`src/rtl/washing_machine_pkg.sv`:
```
// Shared types and constants for the washing-machine front-panel key conditioning.
package washing_machine_pkg;

    typedef enum logic [1:0] {
        StIdle        = 2'd0,
        StPressWait   = 2'd1,
        StHeld        = 2'd2,
        StReleaseWait = 2'd3
    } key_state_e;

    localparam int unsigned NUM_KEYS  = 4;
    localparam int unsigned KEY_POWER = 0;
    localparam int unsigned KEY_PAUSE = 1;
    localparam int unsigned KEY_MODE  = 2;
    localparam int unsigned KEY_STAGE = 3;

    localparam int unsigned DEFAULT_DEBOUNCE_CYCLES = 4;
    localparam int unsigned DEFAULT_REPEAT_CYCLES   = 16;

endpackage

```
`src/rtl/key_debounce_channel.sv`:
```
// One front-panel key: two-flop synchroniser, debounce FSM, registered press pulse and held
// level, with an optional auto-repeat counter selected by REPEAT_ALLOWED.
module key_debounce_channel
    import washing_machine_pkg::*;
#(
    parameter int unsigned DEBOUNCE_CYCLES = DEFAULT_DEBOUNCE_CYCLES,
    parameter int unsigned REPEAT_CYCLES   = DEFAULT_REPEAT_CYCLES,
    parameter bit          REPEAT_ALLOWED  = 1'b0
) (
    input  logic clk,
    input  logic rst,
    input  logic key,
    output logic pulse,
    output logic held
);

    localparam int unsigned CNT_W = $clog2(DEBOUNCE_CYCLES);
    localparam logic [CNT_W-1:0] CNT_LAST = CNT_W'(DEBOUNCE_CYCLES - 1);

    logic [1:0]       sync_q;
    logic             s;
    key_state_e       state_q, state_d;
    logic [CNT_W-1:0] cnt_q, cnt_d;
    logic             press;
    logic             rpt_fire;
    logic             pulse_q, held_q;

    assign s = sync_q[1];

    always_comb begin
        state_d = state_q;
        cnt_d   = cnt_q;
        press   = 1'b0;
        unique case (state_q)
            StIdle: begin
                cnt_d = '0;
                if (s) begin
                    state_d = StPressWait;
                    cnt_d   = CNT_W'(1);
                end
            end
            StPressWait: begin
                if (!s) begin
                    state_d = StIdle;
                    cnt_d   = '0;
                end else if (cnt_q == CNT_LAST) begin
                    state_d = StHeld;
                    cnt_d   = '0;
                    press   = 1'b1;
                end else begin
                    cnt_d = cnt_q + CNT_W'(1);
                end
            end
            StHeld: begin
                if (!s) begin
                    state_d = StReleaseWait;
                    cnt_d   = CNT_W'(1);
                end
            end
            StReleaseWait: begin
                if (s) begin
                    state_d = StHeld;
                    cnt_d   = '0;
                end else if (cnt_q == CNT_LAST) begin
                    state_d = StIdle;
                    cnt_d   = '0;
                end else begin
                    cnt_d = cnt_q + CNT_W'(1);
                end
            end
            default: begin
                state_d = StIdle;
                cnt_d   = '0;
            end
        endcase
    end

    generate
        if (REPEAT_ALLOWED) begin : g_repeat
            localparam int unsigned RPT_W = $clog2(REPEAT_CYCLES);
            localparam logic [RPT_W-1:0] RPT_LAST = RPT_W'(REPEAT_CYCLES - 1);
            logic [RPT_W-1:0] rpt_q, rpt_d;

            // Counts only while staying in HELD; any entry or exit restarts the interval.
            always_comb begin
                rpt_d    = '0;
                rpt_fire = 1'b0;
                if (state_q == StHeld && state_d == StHeld) begin
                    if (rpt_q == RPT_LAST) begin
                        rpt_fire = 1'b1;
                    end else begin
                        rpt_d = rpt_q + RPT_W'(1);
                    end
                end
            end

            always_ff @(posedge clk) begin
                if (rst) begin
                    rpt_q <= '0;
                end else begin
                    rpt_q <= rpt_d;
                end
            end
        end else begin : g_no_repeat
            assign rpt_fire = 1'b0;
        end
    endgenerate

    always_ff @(posedge clk) begin
        if (rst) begin
            sync_q  <= '0;
            state_q <= StIdle;
            cnt_q   <= '0;
            pulse_q <= 1'b0;
            held_q  <= 1'b0;
        end else begin
            sync_q  <= {sync_q[0], key};
            state_q <= state_d;
            cnt_q   <= cnt_d;
            pulse_q <= press | rpt_fire;
            held_q  <= (state_d == StHeld) || (state_d == StReleaseWait);
        end
    end

    assign pulse = pulse_q;
    assign held  = held_q;

endmodule

```
`src/rtl/button_conditioner.sv`:
```
// Conditions the four raw front-panel keys into one-cycle press pulses and a held-level vector.
// Defining AUTO_REPEAT_EN enables auto-repeat on the mode and stage keys.
module button_conditioner
    import washing_machine_pkg::*;
#(
    parameter int unsigned DEBOUNCE_CYCLES = DEFAULT_DEBOUNCE_CYCLES,
    parameter int unsigned REPEAT_CYCLES   = DEFAULT_REPEAT_CYCLES
) (
    input  logic                clk,
    input  logic                rst,
    input  logic                power_key,
    input  logic                pause_key,
    input  logic                mode_key,
    input  logic                stage_key,
    output logic                power_button,
    output logic                pause_button,
    output logic                mode_button,
    output logic                stage_button,
    output logic [NUM_KEYS-1:0] key_held
);

`ifdef AUTO_REPEAT_EN
    localparam bit REPEAT_EN = 1'b1;
`else
    localparam bit REPEAT_EN = 1'b0;
`endif

    key_debounce_channel #(
        .DEBOUNCE_CYCLES (DEBOUNCE_CYCLES),
        .REPEAT_CYCLES   (REPEAT_CYCLES),
        .REPEAT_ALLOWED  (1'b0)
    ) u_power (
        .clk   (clk),
        .rst   (rst),
        .key   (power_key),
        .pulse (power_button),
        .held  (key_held[KEY_POWER])
    );

    key_debounce_channel #(
        .DEBOUNCE_CYCLES (DEBOUNCE_CYCLES),
        .REPEAT_CYCLES   (REPEAT_CYCLES),
        .REPEAT_ALLOWED  (1'b0)
    ) u_pause (
        .clk   (clk),
        .rst   (rst),
        .key   (pause_key),
        .pulse (pause_button),
        .held  (key_held[KEY_PAUSE])
    );

    key_debounce_channel #(
        .DEBOUNCE_CYCLES (DEBOUNCE_CYCLES),
        .REPEAT_CYCLES   (REPEAT_CYCLES),
        .REPEAT_ALLOWED  (REPEAT_EN)
    ) u_mode (
        .clk   (clk),
        .rst   (rst),
        .key   (mode_key),
        .pulse (mode_button),
        .held  (key_held[KEY_MODE])
    );

    key_debounce_channel #(
        .DEBOUNCE_CYCLES (DEBOUNCE_CYCLES),
        .REPEAT_CYCLES   (REPEAT_CYCLES),
        .REPEAT_ALLOWED  (REPEAT_EN)
    ) u_stage (
        .clk   (clk),
        .rst   (rst),
        .key   (stage_key),
        .pulse (stage_button),
        .held  (key_held[KEY_STAGE])
    );

endmodule
```
`config.mk`:
```
export PLATFORM = sky130hd
export DESIGN_NAME = button_conditioner
export DESIGN_NICKNAME = d
export VERILOG_FILES = /design/src/rtl/washing_machine_pkg.sv /design/src/rtl/key_debounce_channel.sv /design/src/rtl/button_conditioner.sv
export SDC_FILE = /design/constraint.sdc
export NUM_CORES = 1
export LEC_CHECK = 0
export CORE_ASPECT_RATIO = 1.5
export CORE_MARGIN = 2
export CORE_UTILIZATION = 48
export CTS_CLUSTER_DIAMETER = 200
export CTS_CLUSTER_SIZE = 40
export DETAILED_ROUTE_END_ITERATION = 16
export GPL_TIMING_DRIVEN = 0
export PLACE_DENSITY = 0.72
export SLEW_MARGIN = 25
export SYNTH_ARGS = -nofsm -noshare
export SYNTH_HDL_FRONTEND = slang
export SYNTH_SLANG_ARGS = --single-unit
```
`constraint.sdc`:
```
create_clock -name clk -period 0.9 [get_ports clk]
set_input_delay 0.18 -clock clk [delete_from_list [all_inputs] [get_ports clk]]
set_output_delay 0.18 -clock clk [all_outputs]
set_load 0.05 [all_outputs]
```
# Yosys cells after proc, flatten, opt, wreduce, memory -nomap -nowiden

Cells that the tools add are included.

Muxes and demuxes: 56
Eq/ne operators: 28
Bitwise operators: 8
Div/mod/pow operators: 0
Reduce and logical (&&, ||, !) cells: 12
Shift-type cells: 0
$mul: 0
Order comparisons: 0
Add/sub/neg operators: 4

Operators with widths:

| operator                                      | count |
|---|---|
| two-way mux 2 bit                             | 40 |
| one-hot mux 2 bit (4 select lines)            | 8 |
| == test 2 bit, second input constant          | 20 |
| OR reduction 3 bit                            | 4 |
| adder 2 x 1 -> 2 bit, second input constant   | 4 |
| == test 2 x 1 -> 1 bit, second input constant | 4 |
| zero test 2 bit                               | 4 |
| two-way mux 1 bit                             | 8 |
| != test 2 bit, second input constant          | 4 |
| inverter 1 bit                                | 8 |
| logical OR 1 bit                              | 4 |

Bits in writable memories: 0
Memory bits (read-only): 0
Output and inout bits: 8
Latch bits: 0
Bits of input ports: 6
Register bits after elaboration: 32
Memories kept: 0

# Depth between registers and ports, before layout

Gate-level depths: netlist (run 1).

Depth after elaboration: 6
Mapped depth: 4

# By module

A second synthesis (run 1) with hierarchy kept.

Cell total of the unflattened synthesis: 110
Area, all modules: 1239.9 um2

Modules (own cells, without submodules):

| module                            | times used | cells each | area each (um2) | sequential area each (um2) |
|---|---|---|---|---|
| key_debounce_channel (u_mode ...) | 3          | 28         | 309.0           | 140.1 |
| key_debounce_channel (u_stage)    | 1          | 26         | 312.8           | 140.1 |

# Least setup slack after synthesis (run 1)

No wires, ideal clock.

Path type: register to register
Start: register u_pause.cnt_q[0]
End: register u_pause.cnt_q[1]
Arrival: 836 ps
Required time: 786 ps
Period minus slack after synthesis: 951 ps
Library setup time: 114 ps
Slack: -51 ps
Stages on the path, launching flop included: 5
Path buffers: 0
Path through: dfxtp_1 ha_1 nand2_1 o22ai_1 and2b_1

Cells in the longest elaborated chain, start to end: 4
Elaborated cells between the ends (all ways): 6
Those cells by class: add/sub (1); eq/ne (1); mux (4)

RTL lines:

| element                                                      | RTL line                                               | source |
|---|---|---|
| from (decl)                                                  | key_debounce_channel.sv:23                             | `logic [CNT_W-1:0] cnt_q, cnt_d;` |
| from (signal assigned)                                       | key_debounce_channel.sv:119                            | `cnt_q <= cnt_d;` |
| adder 2 x 1 -> 2 bit / == test 2 bit (equally long branches) | -                                                      |  |
| two-way mux 2 bit (*)                                        | key_debounce_channel.sv:46, key_debounce_channel.sv:64 |  |
| two-way mux 2 bit, on equally long branches                  | key_debounce_channel.sv:61, key_debounce_channel.sv:43 |  |
| one-hot mux 2 bit (4 select lines) (*)                       | key_debounce_channel.sv:34                             | `unique case (state_q)` |

Mark *: on every way between the ends. The rest lies on a longest branch, timed or not.
A chain may end at the register's enable or synchronous reset.

==> results of run 1 <==
[cell usage in the layout (no fill, tap or decap), types with 4 or more instances in the layout]
cell,instances
dfxtp_2,19
buf_4,10
nand2_1,8
ha_4,4
clkdlybuf4s50_1,4
dfxtp_4,5
a21oi_2,4
dfxtp_1,7
buf_8,7
nand3_2,4
a21oi_1,4
clkbuf_4,6
nor2b_1,8
nand2_2,5
nand4b_1,8
nor2_1,9
[registers in the layout, summed over array words and instances (netlist names)]
| signal | count |
|---|---|
| u_mode.cnt_q | 2 |
| u_mode.held | 1 |
| u_mode.pulse | 1 |
| u_mode.state_q | 2 |
| u_mode.sync_q | 2 |
| u_pause.cnt_q | 2 |
| u_pause.held | 1 |
| u_pause.pulse | 1 |
| u_pause.state_q | 2 |
| u_pause.sync_q | 2 |
| u_power.cnt_q | 2 |
| u_power.held | 1 |
| u_power.pulse | 1 |
| u_power.state_q | 2 |
| u_power.sync_q | 2 |
| u_stage.cnt_q | 2 |
| u_stage.pulse | 1 |
| u_stage.state_q | 2 |
| u_stage.sync_q | 2 |
[metal layers]
layer  GRT usage [%]  share of wire, %  vias up  routed length [um]
met2            31.1                57       14                1340
met4            9.09               2.1        0                  48
met5               0                 0        -                   0
li1                -                 -      459                   -
met1            17.0                37      440                 861
met3            6.69               3.6        6                  83
[logic make-up after synthesis]
kind of cell    after synthesis  synth area share [%]
flops                        31                  52.8
compound gates               17                  9.79
buf+inv                      11                  5.53
simple gates                 54                  24.7
xor+xnor                      4                  2.98
fa+ha+maj                     4                  4.26
[worst min path at each step]
| stage | startpoint | to | slack [ps] |
|---|---|---|---|
| 2_1_floorplan | rst | u_stage.cnt_q[0]$_SDFFE_PP0P_ | 260 |
| 3_3_place_gp | u_stage.sync_q[0]$_SDFF_PP0_ | u_stage.sync_q[1]$_SDFF_PP0_ | 420 |
| 3_5_place_dp | u_power.sync_q[0]$_SDFF_PP0_ | u_power.sync_q[1]$_SDFF_PP0_ | 420 |
| 4_1_cts | rst | u_stage.cnt_q[0]$_SDFFE_PP0P_ | 240 |
| 5_1_grt | rst | u_stage.cnt_q[0]$_SDFFE_PP0P_ | 300 |
| 6_report | rst | u_stage.cnt_q[0]$_SDFFE_PP0P_ | 300 |
[per-stage QoR]
stage               power [W]  setup TNS [ps]  hold slack, ps  setup WS [ps]  instances
global route          0.00235           -1780             304           -205        168
detailed placement    0.00154          -14920             424           -537        158
CTS                   0.00225           -1190             240           -192        164
finish                0.00224           -1060             301           -175        168
global placement      0.00154          -14620             417           -523        158
floorplan             0.00150           -39.9             260          -39.9        121
[final cells by class]
class / count / area, um2
Fill cell: 177 / 696
Sequential cell: 31 / 663
Timing Repair Buffer: 22 / 236
Buffer: 6 / 52.6
Clock buffer: 6 / 41.3
Tap cell: 24 / 30.0
Multi-Input combinational cell: 79 / 676
[synthesized netlist by cell type (3+ instances only)]
cell      number
a21oi_1        8
nand3_1        6
buf_4          4
nor2_1        11
xor2_1         3
nor4b_1        3
ha_1           4
nor2b_1        8
nand4b_1       8
nand2_1       16
dfxtp_1       31
buf_2          6
[repair_timing]
item                       in CTS  in global routing
pin swaps                       6                 13
gates resized for setup       105                 38
setup endpoints to repair      30                 29
buffers inserted                4                  5
[power groups by stage]
stage,clock network [W],logic [W],registers [W]
after floorplan,0,0.0000603,0.00144
after global placement,0,0.0000933,0.00145
after detailed placement,0,0.0000961,0.00145
after CTS,0.000730,0.000106,0.00142
after global routing,0.000792,0.000136,0.00142
final,0.000693,0.000125,0.00142
[worst max-delay path, stage by stage (launching register included)]
cell	delay [ps]
dfxtp_2	330
buf_6	110
buf_8	140
==> flow_summary.toml, run 1 <==
[detailed_routing]
vias = 919
totalWireLength_mm = 2.34
wl_per_cell_um = 13.9
ant_nets = 0
drt_iter0_markers = 19
dr.pass1.iters = 4
avgViaCountPerCell = 5.47
drcViolationCount = 0

[sta]
final.period_utilization_pct = 119
setup_viol = 15
fin_crit_ps = 1080
maxSlewViolCount = 0
relSlewSlack_pct = 83.4
fin_ws_ps = -175
fmax_ghz = 0.930
skew_ps = 10.1
rsz0062_at_grt = "true"
worstMarginPinSlew_ps = 247
hold_viol = 0

[die]
core.rowCount = 22
start_util_pct = 49.1
chipHeight_um = 64.6
die_x_um = 44.4
core-area_mm2 = 0.00239
dieArea_mm2 = 0.00287
pin_count = 14

[setup_path]
crit_end = "key_held[3]"
cp-startpoint = "u_stage.state_q[1]$_SDFF_PP0_"
critPathKind = "flop to primary output"
startpoint_type = "flop"
crit_required_ps = 720
critPathArrivalTime_ps = 900
path_max_fanout = 2
r2r_cells = 5
timing.rr.start = "u_stage.state_q[1]$_SDFF_PP0_"
r2r_slack_ps = -120
r2r-end = "u_stage.cnt_q[0]$_SDFFE_PP0P_"
cp-end-kind = "primary output"

[power]
p_int_w = 0.00173
seqPwrFrac_pct = 63.4
p_sw_w = 0.000502
leakage_nw = 0.648
power_switching_share_pct = 22.5
combPwrFrac_pct = 5.6
power_density_mw_per_mm2 = 1320
pwr-share-clk_pct = 31.0
ir_drop_uv = 1110

[hold_path]
hold_class = "input port to flop"
hold_depth = 2

[logic_synthesis]
postSynthAreaPerCell_um2 = 9.72
yosys-top-cells-area = "dfxtp_1 53%, nand4b_1 6.0%, nand2_1 5.1%"
synth-seq-cells = 31
yosys.area.top_type_share_pct = 52.8
ys_types = 22
syn-cell-area_mm2 = 0.00118
ys_seq_area_share_pct = 52.8
synth_ff_type = "dfxtp_1"
synthCells = 121
synth_top_cell_by_area = "dfxtp_1"
yosys_warnings = 0
synth_fp_nets = 131
synth_enable_flop_cells = 0
async_flop_share_pct = 0

[global_routing]
grt_max_degree = 11
track_usage_pct = 17.6
grt_overflow = 0
grt_first_pass_wirelength_mm = 3.64
grt_pass1_vias = 878
antenna_found_initial = 0

[cts]
clk_pin_slew_worst_paths_ps = 90
cts_tree = "yes"
clk_path_buf_depth = 2
ctsHoldBuffers = 0
cts_sinks = 31
clk_latency_ps = 330
cts_buffers = 5
htree_levels = 2
clockRootBuffer = "clkbuf_4"

[placed_design]
hpwl_mm = 1.35
port_buffers = 13
place_congestion = 0.777
dpl_cell_area_mm2 = 0.00134

[job]
maxCapViolations = 0

[final_layout]
fin_nets = 155
final_area_mm2 = 0.00170
synthToLayoutAreaGrowth_pct = 44.5
final_util_pct = 71.0
drive_gt1_share_pct = 56.9
antenna_cells = 0

[run_status]
status = "complete, but fails checks"
violations = "setup timing"
Power figures use the tool's default switching activity.
==> run 2: changes to the inputs <==
CAP_MARGIN = 20   (was unset)
==> results of run 2 <==
Same layout as run 1: the final DEF is identical, and so are final timing and power.
